--- config.mk ---
export PLATFORM = sky130hd
export DESIGN_NAME = reg_file_32x32
export DESIGN_NICKNAME = d
export VERILOG_FILES = /design/src/rtl/reg_file_32x32_pkg.sv /design/src/rtl/reg_file_32x32_bit32_reg_en.sv /design/src/rtl/reg_file_32x32.sv
export SDC_FILE = /design/constraint.sdc
export NUM_CORES = 2
export LEC_CHECK = 0
export ABC_CLOCK_PERIOD_IN_PS = 5250
export CORE_MARGIN = 3
export CORE_UTILIZATION = 50
export DETAILED_ROUTE_END_ITERATION = 16
export GPL_TIMING_DRIVEN = 0
export PLACE_DENSITY = 0.7
export SYNTH_ARGS = -nofsm -noshare
export SYNTH_HDL_FRONTEND = slang
export SYNTH_SLANG_ARGS = --single-unit
--- constraint.sdc ---
create_clock -name clk -period 5.25 [get_ports clk]
set_input_delay 1.575 -clock clk [delete_from_list [all_inputs] [get_ports clk]]
set_output_delay 1.575 -clock clk [all_outputs]
set_load 0.01 [all_outputs]
--- src/rtl/reg_file_32x32_pkg.sv ---
// Shared sizing constants and index type for the 32x32 register file slice.
package reg_file_32x32_pkg;

  localparam int unsigned DEF_DATA_W = 32;
  localparam int unsigned DEF_ADDR_W = 5;
  localparam int unsigned NUM_REGS   = 2 ** DEF_ADDR_W;
  localparam int unsigned ZERO_REG   = 0;

  typedef logic [DEF_ADDR_W-1:0] reg_idx_t;

endpackage

--- src/rtl/reg_file_32x32_bit32_reg_en.sv ---
// One register-file entry: load-enabled storage with asynchronous active-low clear.
module bit32_reg_en
  import reg_file_32x32_pkg::*;
#(
  parameter int unsigned WIDTH = DEF_DATA_W
) (
  input  logic             clk,
  input  logic             rst_n,
  input  logic             load,
  input  logic [WIDTH-1:0] d,
  output logic [WIDTH-1:0] q
);

  always_ff @(posedge clk or negedge rst_n) begin
    if (!rst_n) begin
      q <= '0;
    end else if (load) begin
      q <= d;
    end
  end

endmodule

--- src/rtl/reg_file_32x32.sv ---
// Register file: 2**ADDR_W entries, entry 0 hardwired to zero, two combinational
// read ports with optional same-cycle write bypass, one synchronous write port.
module reg_file_32x32
  import reg_file_32x32_pkg::*;
#(
  parameter int unsigned DATA_W = DEF_DATA_W,
  parameter int unsigned ADDR_W = DEF_ADDR_W,
  parameter int unsigned BYPASS = 1
) (
  input  logic              clk,
  input  logic              rst_n,
  input  logic              wr_en,
  input  logic [ADDR_W-1:0] wr_addr,
  input  logic [DATA_W-1:0] wr_data,
  input  logic [ADDR_W-1:0] rd_addr1,
  input  logic [ADDR_W-1:0] rd_addr2,
  output logic [DATA_W-1:0] rd_data1,
  output logic [DATA_W-1:0] rd_data2
);

  localparam int unsigned REG_CNT = 2 ** ADDR_W;
  localparam logic [ADDR_W-1:0] ZERO_IDX = ADDR_W'(ZERO_REG);

  logic [DATA_W-1:0]  regs [REG_CNT];
  logic [REG_CNT-1:1] load_en;
  logic               wr_live;
  logic               hit1;
  logic               hit2;

  // Entry 0 has no storage; it is a constant zero.
  assign regs[0] = '0;

  // One-hot decode: an unknown wr_en can only reach the addressed entry.
  always_comb begin
    load_en = '0;
    for (int unsigned i = 1; i < REG_CNT; i++) begin
      load_en[i] = wr_en && (wr_addr == ADDR_W'(i));
    end
  end

  for (genvar g = 1; g < REG_CNT; g++) begin : g_entry
    bit32_reg_en #(
      .WIDTH(DATA_W)
    ) u_entry (
      .clk  (clk),
      .rst_n(rst_n),
      .load (load_en[g]),
      .d    (wr_data),
      .q    (regs[g])
    );
  end

  // Bypass is suppressed under reset so every address reads zero while rst_n is low.
  always_comb begin
    wr_live = (BYPASS != 0) && rst_n && wr_en && (wr_addr != ZERO_IDX);
    hit1    = wr_live && (rd_addr1 == wr_addr);
    hit2    = wr_live && (rd_addr2 == wr_addr);
  end

  always_comb begin
    rd_data1 = '0;
    if (rd_addr1 != ZERO_IDX) begin
      rd_data1 = hit1 ? wr_data : regs[rd_addr1];
    end
  end

  always_comb begin
    rd_data2 = '0;
    if (rd_addr2 != ZERO_IDX) begin
      rd_data2 = hit2 ? wr_data : regs[rd_addr2];
    end
  end

endmodule
==> tab_implementation.tex <==
\begin{tabular}{lr}
\hline
Metric & Value \\
\hline
\multicolumn{2}{l}{\textbf{Worst setup path}} \\
\quad FF-to-FF path depth & 1 \\
\quad Required time at the endpoint of the critical path & around 3.7 ns \\
\quad Slowest stage cell on the critical path & mux4\_2 \\
\quad Critical path startpoint category & input pin \\
\quad WP buf/inv & 6 \\
\quad Top cell family by delay on the critical path & buffers and inverters \\
\quad Total stage count of the critical path & 11 \\
\quad Worst stage delay on the critical path & around 0.48 ns \\
\quad Data arrival time at the worst-slack endpoint & $\sim$3.7 ns \\
\quad Element type at the critical path end & primary output \\
\quad Cell breakdown of the critical path & buf\_16 > buf\_12 > buf\_16 > buf\_16 > buf\_12 > mux4\_2 > a22oi\_1 > nand3\_1 > o21ai\_2 > o21ai\_4 > clkdlybuf4s15\_1 \\
\quad Most used cell along the critical path & buf\_16 \\
\quad Critical path class & in -> out \\
\quad Largest driver fanout on the critical path & 6 \\
\multicolumn{2}{l}{\textbf{Clock tree}} \\
\quad Worst-path clk slew & 0.06 ns \\
\quad Clock insertion delay at the later pin of the skew report & between 0.7 and 0.8 ns \\
\quad Number of buffers created by CTS & roughly 110 \\
\quad Max Root-Sink Buffers & 3 \\
\quad Total clock sinks & a little under 1000 \\
\quad Hold-fix buffers, CTS & 0 \\
\quad Library cell used as clock root buffer & clkbuf\_16 \\
\quad \# H-tree levels & 3 \\
\quad CTS tree & yes \\
\multicolumn{2}{l}{\textbf{Cells and area}} \\
\quad Post-Layout Inst Area & roughly 63000 um2 \\
\quad Biggest register & g\_entry.u\_entry.q \\
\quad Final layout net count & between 3000 and 4000 \\
\quad Final instance count without filler cells & $\sim$5400 \\
\quad Top flop regs & g\_entry.u\_entry.q: 992 flops \\
\quad Largest register FFs & $\sim$990 \\
\quad Fraction of final layout cells with drive strength greater than 1 & 0.491 \\
\quad Share of the core filled with cells in the final layout & 0.609 \\
\quad Area Growth Syn to Fin & 19.9\% \\
\multicolumn{2}{l}{\textbf{Floorplan}} \\
\quad Effective utilization at floorplan & 0.508 \\
\quad Number of core rows & between 100 and 150 \\
\quad Chip Height & around 330 um \\
\quad Number of top-level pins & between 100 and 150 \\
\quad Horizontal die dimension & $\sim$330 um \\
\quad Total core area & around 100000 um2 \\
\quad Full die area & approximately 110000 um2 \\
\multicolumn{2}{l}{\textbf{Global route}} \\
\quad First-pass GRT wire length & 287000 um \\
\quad GRT Util Overall & 0.367 \\
\quad Largest net degree at the start of global routing & 165 \\
\quad Remaining global-route overflow & 0 \\
\quad Initial antenna violation count & 4 \\
\quad Via count of the first global-routing pass & 39100 \\
\multicolumn{2}{l}{\textbf{Synth}} \\
\quad Synthesis-stage register bit count & 992 \\
\quad Post-Synthesis Mean Instance Area & between 10 and 15 um2 \\
\quad Ys Warns & 0 \\
\quad Post-synth top area share & 0.469 \\
\quad Ranking of synthesized cells by area & dfrtp\_1 47\%, mux4\_2 19\%, mux2\_2 18\%, mux2\_1 4.3\%, clkbuf\_1 1.6\% \\
\quad Synthesized instance count & $\sim$3600 \\
\quad Netlist Area Pre-Place & around 53000 um2 \\
\quad Number of library cell types mapped by synthesis & 38 \\
\quad Most area-hungry cell type in the Yosys netlist & dfrtp\_1 \\
\quad Fraction of registers with async set/reset & 1.00 \\
\quad Part of the Yosys area used for sequential elements & 0.469 \\
\quad Flip-flop cell with the highest count after synthesis & dfrtp\_1 \\
\quad Net count after synthesis & between 3000 and 4000 \\
\quad Most repeated cell in the gate-level netlist after synthesis & dfrtp\_1 \\
\quad Count of flip-flops with a built-in enable after synthesis & 0 \\
\quad Leading cell types by count after synthesis & 992 x dfrtp\_1, 850 x mux2\_2, 440 x mux4\_2, 227 x clkbuf\_1, 202 x mux2\_1 \\
\multicolumn{2}{l}{\textbf{Drt}} \\
\quad Final wirelength & slightly above 200000 um \\
\quad Number of remaining DRC errors & 0 \\
\quad Post-DRT Antenna Nets & 0 \\
\quad Violation count after the first detailed-route iteration & $\sim$5500 \\
\quad Routed wirelength normalized by instance count & roughly 38 um \\
\quad Vias per std cell & around 7.2 \\
\quad Number of vias in the routed layout & between 30000 and 40000 \\
\quad Number of optimization iterations in the first detailed-route pass & 8 \\
\multicolumn{2}{l}{\textbf{STA}} \\
\quad Min Tclk post-route & roughly 5.3 ns \\
\quad Setup Skew & 0 ns \\
\quad Setup violations, final & 8 \\
\quad Worst hold slack after final layout & between 0.5 and 0.6 ns \\
\quad Highest clock frequency the design can meet & around 190 MHz \\
\quad Rel. slew slack & -0.0437 \\
\quad RSZ-0062 raised after global routing & yes \\
\quad Period Utilization, post-route & 1.01 \\
\quad Slew of the pin with the lowest slew margin & between 1.5 and 2 ns \\
\quad Hold Fails Final Rpt & 0 \\
\quad Setup WS post-layout & -0.0384 ns \\
\quad Final setup TNS & -0.128 ns \\
\quad Number of max-slew violations in the final report & 33 \\
\multicolumn{2}{l}{\textbf{Hold path}} \\
\quad Classification of the worst-slack hold path & reg -> reg \\
\quad Count of cells along the worst hold path & 1 \\
\multicolumn{2}{l}{\textbf{Place}} \\
\quad Count of input and output buffers & roughly 100 \\
\quad Number of instances in the placed design & 5137 \\
\quad Placed instance area & $\sim$56000 um2 \\
\quad Dpl hpwl & 135000 um \\
\quad Placer congestion estimate & 1.01 \\
\multicolumn{2}{l}{\textbf{Power}} \\
\quad Leakage power & 27.2 nW \\
\quad Worst ir drop on vdd & $\sim$0.30 mV \\
\quad Power Dens Cells & around 380 nW/um2 \\
\multicolumn{2}{l}{\textbf{Run}} \\
\quad Max-cap viol count & 4 \\
\multicolumn{2}{l}{\textbf{Status}} \\
\quad Result of the run & finished with violations \\
\quad Violated checks & max-capacitance violations, max-slew violations, negative setup slack \\
\hline
\end{tabular}
==> per-layer routing <==
| layer | global-route usage | vias to the layer above | part of all wire |
|---|---|---|---|
| li1 | - | 14700 | - |
| met3 | 0.148 | 747 | 0.14 |
| met4 | 0.218 | 6 | 0.072 |
| met5 | 0.00955 | - | 0.00050 |
| met2 | 0.520 | 2889 | 0.42 |
| met1 | 0.474 | 20500 | 0.37 |
==> where the power goes <==
group          switching [mW]  leakage [nW]  internal (mW)  total [mW]
sequential               1.11          12.7           9.15        10.3
clock                    3.41          1.92           5.03        8.44
combinational            2.30          12.6           3.03        5.33
total                    6.82          27.2           17.2        24.0
==> path summary, 6_finish.rpt <==
| path | startpoint | to | slack [ns] |
|---|---|---|---|
| max | rd_addr1[0] | rd_data1[0] | -0.04 |
| min | g_entry[6].u_entry.q[9] | g_entry[6].u_entry.q[9] | 0.51 |
| max reg2reg | g_entry[8].u_entry.q[14] | g_entry[8].u_entry.q[14] | 4.41 |
| min reg2reg | g_entry[6].u_entry.q[9] | g_entry[6].u_entry.q[9] | 0.51 |
| max in group asynchronous | rst_n | g_entry[31].u_entry.q[8] | 2.68 |
| min in group asynchronous | rst_n | g_entry[15].u_entry.q[4] | 0.73 |
==> logic make-up (layout without fill, tap and decap cells) <==
group	count (synthesis)	count (layout)	share of synthesized area
multiplexers	1523	1523	0.417
flip-flops	992	992	0.469
buffers and inverters	432	803	0.0343
AO/OA/AOI/OAI	421	421	0.0566
AND/OR/NAND/NOR	271	271	0.0220
XOR/XNOR	10	10	0.00165
other	0	2	0
==> placed cells by master (no fill, tap or decap), types with 11 or more instances in the layout <==
cell type / count
a21oi_1: 12
a221oi_1: 33
a221oi_2: 32
a22o_1: 17
a22oi_1: 69
a22oi_2: 11
a31oi_4: 19
buf_1: 33
buf_12: 49
buf_16: 24
buf_2: 57
buf_4: 47
buf_6: 23
buf_8: 24
bufinv_16: 19
clkbuf_1: 136
clkbuf_16: 124
clkbuf_2: 41
clkbuf_4: 23
clkbuf_8: 61
clkdlybuf4s15_2: 11
clkdlybuf4s50_1: 32
clkinv_2: 23
dfrtp_1: 992
dlygate4sd2_1: 21
inv_1: 26
mux2_1: 202
mux2_2: 850
mux2i_1: 29
mux4_2: 440
nand2_1: 83
nand3_1: 26
nor2_1: 90
nor2_2: 16
o211ai_1: 35
o21ai_1: 30
o21ai_2: 17
o22a_1: 26
o22ai_1: 74
==> stage by stage <==
step	power, mW	worst slack, ns
6_report	24.0	-0.0384
5_1_grt	24.7	-0.0658
4_1_cts	23.8	-0.0691
3_5_place_dp	15.2	-2.46
3_3_place_gp	15.0	-43.38
2_1_floorplan	13.4	0.356
==> timing repair <==
item / in CTS / in global routing
cloned: 8 / 1
gates resized for setup: 843 / 117
buffers inserted: 40 / 17
pin swaps: 53 / 33
setup endpoints to repair: 64 / 60
==> area by class of cell <==
class | count | area (um2)
tap | 1380 | 1730
clock inverter | 57 | 858
fill | 7833 | 40700
antenna | 2 | 5.00
timing repair buffer | 173 | 1930
buffer | 400 | 3720
sequential | 992 | 24800
inverter | 27 | 105
clock buffer | 146 | 3060
multi-input combinational | 2225 | 27300
Power figures use the tool's default switching activity.
